$ cat config.mk
export PLATFORM = sky130hd
export DESIGN_NAME = i2c_slave_receiver
export DESIGN_NICKNAME = d
export VERILOG_FILES = /design/src/rtl/i2c_slave_receiver.sv
export SDC_FILE = /design/constraint.sdc
export NUM_CORES = 1
export LEC_CHECK = 0
export BUFFER_PORTS_ARGS = -buffer_cell sky130_fd_sc_hd__buf_4
export CAP_MARGIN = 20
export CORE_MARGIN = 2
export CORE_UTILIZATION = 50
export DETAILED_ROUTE_END_ITERATION = 6
export PLACE_DENSITY = 0.73
export SLEW_MARGIN = 20
export SYNTH_ARGS = -nofsm -noshare
export SYNTH_HDL_FRONTEND = slang
export SYNTH_SLANG_ARGS = --single-unit
$ cat constraint.sdc
create_clock -name CLK -period 1.5 [get_ports CLK]
set_input_delay 0.3 -clock CLK [delete_from_list [all_inputs] [get_ports CLK]]
set_output_delay 0.3 -clock CLK [all_outputs]
set_load 0.005 [all_outputs]
$ cat src/rtl/i2c_slave_receiver.sv
// I2C slave write receiver: synchronized bus sampling, START/STOP detection, address/data ACK, one-byte holding register.
// Build option: define GENERAL_CALL_EN to also accept the general-call address 7'h00 (write) as our own.
module i2c_slave_receiver #(
  parameter logic [6:0] SLAVE_ADDR = 7'h42,
  parameter int         WIDTH      = 8
) (
  input  logic             CLK,
  input  logic             RST,
  input  logic             SCL,
  input  logic             SDA_IN,
  output logic             SDA_OE,
  output logic [WIDTH-1:0] data_out,
  output logic             data_valid,
  input  logic             data_ack,
  output logic             addr_match,
  output logic             read_req,
  output logic             busy
);

  localparam logic [2:0] ST_IDLE     = 3'd0;
  localparam logic [2:0] ST_ADDR     = 3'd1;
  localparam logic [2:0] ST_ADDR_ACK = 3'd2;
  localparam logic [2:0] ST_DATA     = 3'd3;
  localparam logic [2:0] ST_DATA_ACK = 3'd4;
  localparam logic [2:0] ST_IGNORE   = 3'd5;

`ifdef GENERAL_CALL_EN
  localparam logic GC_EN = 1'b1;
`else
  localparam logic GC_EN = 1'b0;
`endif

  logic             scl_meta_r;
  logic             scl_sync_r;
  logic             scl_prev_r;
  logic             sda_meta_r;
  logic             sda_sync_r;
  logic             sda_prev_r;

  logic [2:0]       state_r;
  logic [2:0]       cnt_r;
  logic [WIDTH-2:0] shift_r;
  logic             oe_r;
  logic [WIDTH-1:0] dout_r;
  logic             valid_r;
  logic             match_r;
  logic             rreq_r;
  logic             busy_r;

  logic [2:0]       state_nx_s;
  logic [2:0]       cnt_nx_s;
  logic [WIDTH-2:0] shift_nx_s;
  logic             oe_nx_s;
  logic [WIDTH-1:0] dout_nx_s;
  logic             valid_nx_s;
  logic             match_nx_s;
  logic             rreq_nx_s;
  logic             busy_nx_s;

  logic             scl_rise_s;
  logic             scl_fall_s;
  logic             start_s;
  logic             stop_s;
  logic             last_bit_s;
  logic [WIDTH-1:0] byte_s;

  // Address byte addressed to us with a write request (optionally general call too)
  function automatic logic is_write_target(input logic [7:0] b);
    logic hit;
    hit = (b[7:1] == SLAVE_ADDR) | (GC_EN & (b[7:1] == 7'h00));
    return hit & ~b[0];
  endfunction

  // Address byte addressed to us with a read request; handed over to the transmitter
  function automatic logic is_read_target(input logic [7:0] b);
    return (b[7:1] == SLAVE_ADDR) & b[0];
  endfunction

  // Two-stage synchronizers plus a history stage; reset to the idle-bus level
  always_ff @(posedge CLK) begin
    if (!RST) begin
      scl_meta_r <= 1'b1;
      scl_sync_r <= 1'b1;
      scl_prev_r <= 1'b1;
      sda_meta_r <= 1'b1;
      sda_sync_r <= 1'b1;
      sda_prev_r <= 1'b1;
    end else begin
      scl_meta_r <= SCL;
      scl_sync_r <= scl_meta_r;
      scl_prev_r <= scl_sync_r;
      sda_meta_r <= SDA_IN;
      sda_sync_r <= sda_meta_r;
      sda_prev_r <= sda_sync_r;
    end
  end

  assign scl_rise_s = scl_sync_r & ~scl_prev_r;
  assign scl_fall_s = ~scl_sync_r & scl_prev_r;
  assign start_s    = scl_sync_r & scl_prev_r & sda_prev_r & ~sda_sync_r;
  assign stop_s     = scl_sync_r & scl_prev_r & ~sda_prev_r & sda_sync_r;
  assign last_bit_s = (cnt_r == 3'd7);
  assign byte_s     = {shift_r, sda_sync_r};

  // Next-state logic; STOP and START override whatever the FSM is doing
  always_comb begin
    state_nx_s = state_r;
    cnt_nx_s   = cnt_r;
    shift_nx_s = shift_r;
    oe_nx_s    = oe_r;
    dout_nx_s  = dout_r;
    match_nx_s = 1'b0;
    rreq_nx_s  = rreq_r;
    busy_nx_s  = busy_r;
    if (data_ack) begin
      valid_nx_s = 1'b0;
    end else begin
      valid_nx_s = valid_r;
    end

    if (stop_s) begin
      state_nx_s = ST_IDLE;
      cnt_nx_s   = 3'd0;
      oe_nx_s    = 1'b0;
      rreq_nx_s  = 1'b0;
      busy_nx_s  = 1'b0;
    end else if (start_s) begin
      state_nx_s = ST_ADDR;
      cnt_nx_s   = 3'd0;
      oe_nx_s    = 1'b0;
      rreq_nx_s  = 1'b0;
      busy_nx_s  = 1'b1;
    end else begin
      case (state_r)
        ST_IDLE: begin
          state_nx_s = ST_IDLE;
          oe_nx_s    = 1'b0;
        end
        ST_ADDR: begin
          if (scl_rise_s) begin
            shift_nx_s = byte_s[WIDTH-2:0];
            cnt_nx_s   = cnt_r + 3'd1;
            if (last_bit_s) begin
              if (is_write_target(byte_s)) begin
                state_nx_s = ST_ADDR_ACK;
                match_nx_s = 1'b1;
              end else if (is_read_target(byte_s)) begin
                state_nx_s = ST_IGNORE;
                rreq_nx_s  = 1'b1;
              end else begin
                state_nx_s = ST_IGNORE;
              end
            end else begin
              state_nx_s = ST_ADDR;
            end
          end else begin
            state_nx_s = ST_ADDR;
          end
        end
        // First SCL fall after bit 8 opens the ACK slot, the next one closes it
        ST_ADDR_ACK, ST_DATA_ACK: begin
          if (scl_fall_s) begin
            if (!oe_r) begin
              oe_nx_s = 1'b1;
            end else begin
              oe_nx_s    = 1'b0;
              state_nx_s = ST_DATA;
            end
          end else begin
            state_nx_s = state_r;
          end
        end
        ST_DATA: begin
          if (scl_rise_s) begin
            shift_nx_s = byte_s[WIDTH-2:0];
            cnt_nx_s   = cnt_r + 3'd1;
            if (last_bit_s) begin
              // Overrun: the held byte is unread, so the new byte is NACKed and dropped
              if (!valid_r) begin
                dout_nx_s  = byte_s;
                valid_nx_s = 1'b1;
                state_nx_s = ST_DATA_ACK;
              end else begin
                state_nx_s = ST_IGNORE;
              end
            end else begin
              state_nx_s = ST_DATA;
            end
          end else begin
            state_nx_s = ST_DATA;
          end
        end
        ST_IGNORE: begin
          state_nx_s = ST_IGNORE;
          oe_nx_s    = 1'b0;
        end
        default: begin
          state_nx_s = ST_IDLE;
          oe_nx_s    = 1'b0;
        end
      endcase
    end
  end

  // State and output registers
  always_ff @(posedge CLK) begin
    if (!RST) begin
      state_r <= ST_IDLE;
      cnt_r   <= 3'd0;
      shift_r <= '0;
      oe_r    <= 1'b0;
      dout_r  <= '0;
      valid_r <= 1'b0;
      match_r <= 1'b0;
      rreq_r  <= 1'b0;
      busy_r  <= 1'b0;
    end else begin
      state_r <= state_nx_s;
      cnt_r   <= cnt_nx_s;
      shift_r <= shift_nx_s;
      oe_r    <= oe_nx_s;
      dout_r  <= dout_nx_s;
      valid_r <= valid_nx_s;
      match_r <= match_nx_s;
      rreq_r  <= rreq_nx_s;
      busy_r  <= busy_nx_s;
    end
  end

  assign SDA_OE     = oe_r;
  assign data_out   = dout_r;
  assign data_valid = valid_r;
  assign addr_match = match_r;
  assign read_req   = rreq_r;
  assign busy       = busy_r;

endmodule

# Word-level counts from Yosys, hierarchy flattened
# Cells that the tools add are included.
dict set report op_classes {
  addsub 1
  eq_ne 11
  n_mux 21
  bitwise 22
  reduce_logical 12
}
# operator n
set ops {}
lappend ops {{$mux W3} 7}
lappend ops {{$not A1 Y1} 13}
lappend ops {{$mux W1} 12}
lappend ops {{$pmux W3 S4} 1}
lappend ops {{$and A1 B1 Y1} 9}
lappend ops {{$eq A3 B3 Y1 const B} 3}
lappend ops {{$reduce_and A2 Y1} 4}
lappend ops {{$eq A7 B7 Y1 const B} 1}
lappend ops {{$eq A3 B2 Y1 const B} 2}
lappend ops {{$ne A3 B3 Y1 const B} 2}
lappend ops {{$reduce_and A6 Y1} 1}
lappend ops {{$reduce_or A2 Y1} 3}
lappend ops {{$reduce_or A6 Y1} 1}
lappend ops {{$reduce_and A5 Y1} 1}
lappend ops {{$ne A2 B2 Y1 const B} 2}
lappend ops {{$reduce_and A4 Y1} 1}
lappend ops {{$add A3 B1 Y3 const B} 1}
lappend ops {{$eq A3 B1 Y1 const B} 1}
lappend ops {{$reduce_or A3 Y1} 1}
lappend ops {{$pmux W1 S2} 1}
dict set report word_totals {
  register_bits 32
  output_inout_bits 13
  wordCells 83
}

# Depth between registers and ports, before layout
dict set report logic_depth {
  word_depth 7
  mapped_depth 7
  depth_no_buf 6
}

# Least setup slack after synthesis
# No wires, ideal clock.
dict set report synth_path {
  path_type {reg2reg}
  start {reg cnt_r[0]}
  end {reg dout_r[0], in the netlist data_out[0]}
  setup_ns 0.116
  arrival_ns 1.427
  t_required_ns 1.384
  path_slack_ns -0.043
  stages_incl_launch_ff 8
  path_buffers 1
  synth_period_minus_slack_ns 1.543
  cell_sequence {dfxtp_1 -> ha_1 -> ha_1 -> nand4b_4 -> nor4b_4 -> buf_6 -> mux2i_1 -> nor2b_1}
}
dict set report synth_between {
  elab_chain_cells 2
}
# element line
set synth_rtl {}
lappend synth_rtl {{start: declaration} 41} ;# logic [2:0] cnt_r;
lappend synth_rtl {{start signal: assignment} 219} ;# cnt_r <= cnt_nx_s;
lappend synth_rtl {{$eq A3 B3 Y1} 102} ;# assign last_bit_s = (cnt_r == 3'd7);
lappend synth_rtl {{$reduce_and A6 Y1 (no source line)} n/a}
lappend synth_rtl {{end signal: assignment} 222} ;# dout_r <= dout_nx_s;
lappend synth_rtl {{end: declaration} 44} ;# logic [WIDTH-1:0] dout_r;
# Every way passes these cells.
# A chain may end at the register's enable or synchronous reset.

# Worst setup path in the final report
dict set report layout_path {
  start {reg cnt_r[1]}
  end {reg state_r[1]}
}
dict set report layout_between {
  elab_chain_cells 4
  elab_cells_between_ends 6
  cone_classes {1 x eq/ne; 5 x mux}
}
# element line
set layout_rtl {}
lappend layout_rtl {{$eq A3 B3 Y1 (*)} 102}
lappend layout_rtl {{$mux W3 (on tied branches)} {177, 143}}
lappend layout_rtl {{$mux W3 (on tied branches)} {174, 140}}
lappend layout_rtl {{$pmux W3 S4 (*)} 134} ;# case (state_r)
lappend layout_rtl {{end signal: assignment} 218} ;# state_r <= state_nx_s;
lappend layout_rtl {{end: declaration} 40} ;# logic [2:0] state_r;
# Every way passes the cells marked *; elsewhere a longest branch is shown, timed or not.

==> results.yml <==
run_status:
  status: "complete, but fails checks"
  violations: "setup timing"
sta:
  post-route-min-period_ns: 1.64
  rsz0062_at_grt: "true"
  tightestPinTransition_ns: 0.451
  slew_headroom: 0.697
  setup_slack_ns: -0.144
  skew_ns: 0.00929
  drv_slew: 0
  fmax_ghz: 0.608
  hold_violations: 0
  setup_viol: 9
  min_period_over_period: 1.10
power_and_ir_drop:
  vdd_drop_max_mv: 0.896
  power_density_mw_per_mm2: 821
  p_total_mw: 1.47
  leakage_nw: 0.665
synth:
  synth_top_family_by_area: "simple AND/OR/NAND/NOR gates"
  synth_ff_type: "dfxtp_1"
  yosysMostFrequentCell: "dfxtp_1"
  synth_nets: 155
  netlist_instances: 148
  syn_area_mm2: 0.00142
  ys_types: 41
  synth_xor_area_frac: 0.0186
  synth.cells.most_frequent: "dfxtp_1, nand2_1, nor2b_1"
  yosysTopAreaCell: "dfxtp_1"
  synth_edf_count: 0
  yosys_warnings: 0
  synth_fa_ha_area_frac: 0.0177
  synth-compound-area-share: 0.138
  ys_seq_area_frac: 0.453
  synthArstFlopShare: 0
  synth_seq_cells: 32
  ys_top_cells_by_area: "dfxtp_1, nand2_1, mux2i_1"
  synth_top_area_frac: 0.453
  synth_area_per_cell_um2: 9.56
  muxShareOfSynthArea: 0.0645
  yosys.area_share.simple: 0.275
global_routing:
  grt_pass1_wl_um: 4930
  grt_overflow: 0
  grt_max_degree: 26
  grtUsageTotal: 0.196
  antenna_found_initial: 0
  grt_pass1_vias: 1051
setup_path:
  cp_slowest_cell: "dfxtp_2"
  rr_startpoint: "cnt_r[1]"
  crit_buf_inv: 1
  crit_fanout: 5
  cp.arrival_ns: 1.94
  cp-end-kind: "flop"
  startpoint: "cnt_r[1]"
  critPathRequiredTime_ns: 1.79
  worst-setup-path-type: "flop to flop"
  worst_path_dominant_cell_family: "simple AND/OR/NAND/NOR gates"
  crit_chain: "ha_4 > ha_4 > nand4b_4 > buf_4 > or3_1 > o22ai_1 > o21ba_1"
  max_stage_delay_ns: 0.36
  start_kind: "flop"
  crit_top_cell: "ha_4"
floorplan:
  fp-row-count: 19
  die_width_um: 57.2
  initial_core_util: 0.518
  die_height_um: 57.2
  coreArea_mm2: 0.00273
  die_area_mm2: 0.00327
  io-pin-count: 18
clock_tree:
  cts_tree: "yes"
  root_buffer: "clkbuf_4"
  clk_pin_slew_ns: 0.09
  cts_buffers: 5
  clock_path_buffers: 2
  clkSinkCount: 32
  clkLatencyLatePin_ns: 0.35
  htree_levels: 2
route:
  routed_via_density: 5.50
  drt_iter0_drc: 56
  drt_wl_total_um: 2940
  first_pass_iters: 4
  wl_per_cell_um: 14.0
  drcViolationCount: 0
  vias: 1156
  antenna_left: 0
hold_path:
  hp-start: "SCL"
  hold_path_class: "primary input to flop"
placed_design:
  dp_hpwl_um: 2080
  io_buffers: 17
  gp_congestion: 0.757
  placedCellCount: 202
layout:
  nNetsFinal: 185
  nFillCells: 241
  area_growth_pct: 26.3
  multi_input_area_um2: 769
  final_cell_count_no_fill: 210
  register_area_um2: 647
  antenna_cells: 0
  drive_above_1_share: 0.279
run:
  max_cap_violations: 0
==> sequential cells by signal, indices dropped and copies added, names as in the netlist, 3 cells and up <==
register  count
cnt_r         3
data_out      8
shift_r       7
state_r       3
==> where the power goes <==
group	switching, mW	internal, mW
combinational	0.0336	0.0367
clock	0.305	0.229
sequential	0.00733	0.856
total	0.346	1.12
==> final timing paths <==
path | slack [ns] | cells after the start | to
setup reg to reg | -0.14 | 7 | state_r[1]
hold / removal | 0.14 | 2 | scl_meta_r
hold reg to reg | 0.42 | 1 | scl_sync_r
setup / recovery | -0.14 | 7 | state_r[1]
==> metrics by stage <==
step           area (um^2)  worst slack (ns)  hold slack (ns)  utilization  setup TNS [ns]
6_report              1790            -0.144            0.140        0.654          -0.939
5_1_grt               1790            -0.212            0.139        0.654           -1.78
4_1_cts               1770            -0.143            0.129        0.647           -1.00
3_5_place_dp          1700            -0.151            0.400        0.623           -1.05
3_3_place_gp          1700           -0.0839            0.398        0.623          -0.639
2_1_floorplan         1440           -0.0356            0.373            -          -0.285
==> cells by family after synthesis <==
kind of cell / count (synthesis)
simple gates: 65
xor+xnor: 3
flops: 32
compound gates: 28
mux: 9
fa+ha+maj: 2
buf+inv: 9
==> layout make-up <==
cell class,instances,share of cell area
multi-input combinational,107,0.430
sequential,32,0.362
timing repair buffer,30,0.147
clock buffer,7,0.0308
tap,31,0.0217
clock inverter,1,0.00420
inverter,2,0.00420
==> placed cells by master, fill, tap and decap left out, types with 3 or more instances in the layout <==
cell / synthesis / final
dfxtp_1: 32 / 29
buf_4: 0 / 27
nand2_1: 22 / 22
nor2b_1: 10 / 10
mux2i_1: 8 / 8
nand2b_1: 8 / 7
a21boi_0: 7 / 7
nor2_1: 5 / 5
clkbuf_4: 1 / 5
o21ai_0: 4 / 4
a21oi_1: 4 / 4
nand3_1: 3 / 3
nor3_1: 4 / 3
xnor2_1: 3 / 3
buf_12: 0 / 3
==> timing repair <==
item	CTS	global route
hold buffers	0	0
setup endpoints to repair	14	12
gates resized for setup	1	4
pin swaps	1	0
setup buffers	0	0
hold endpoints to repair	0	0
==> metal layers <==
layer  routed length, um  vias up  part of all wire  track usage
li1                    -      571                 -            -
met1                1310      549              0.45        0.240
met2                1420       31              0.48        0.317
met3                 169        5             0.057       0.0839
met4                  39        0             0.013       0.0565
met5                   0        -                 0            0
No activity file was read; power rests on OpenSTA's default activity.
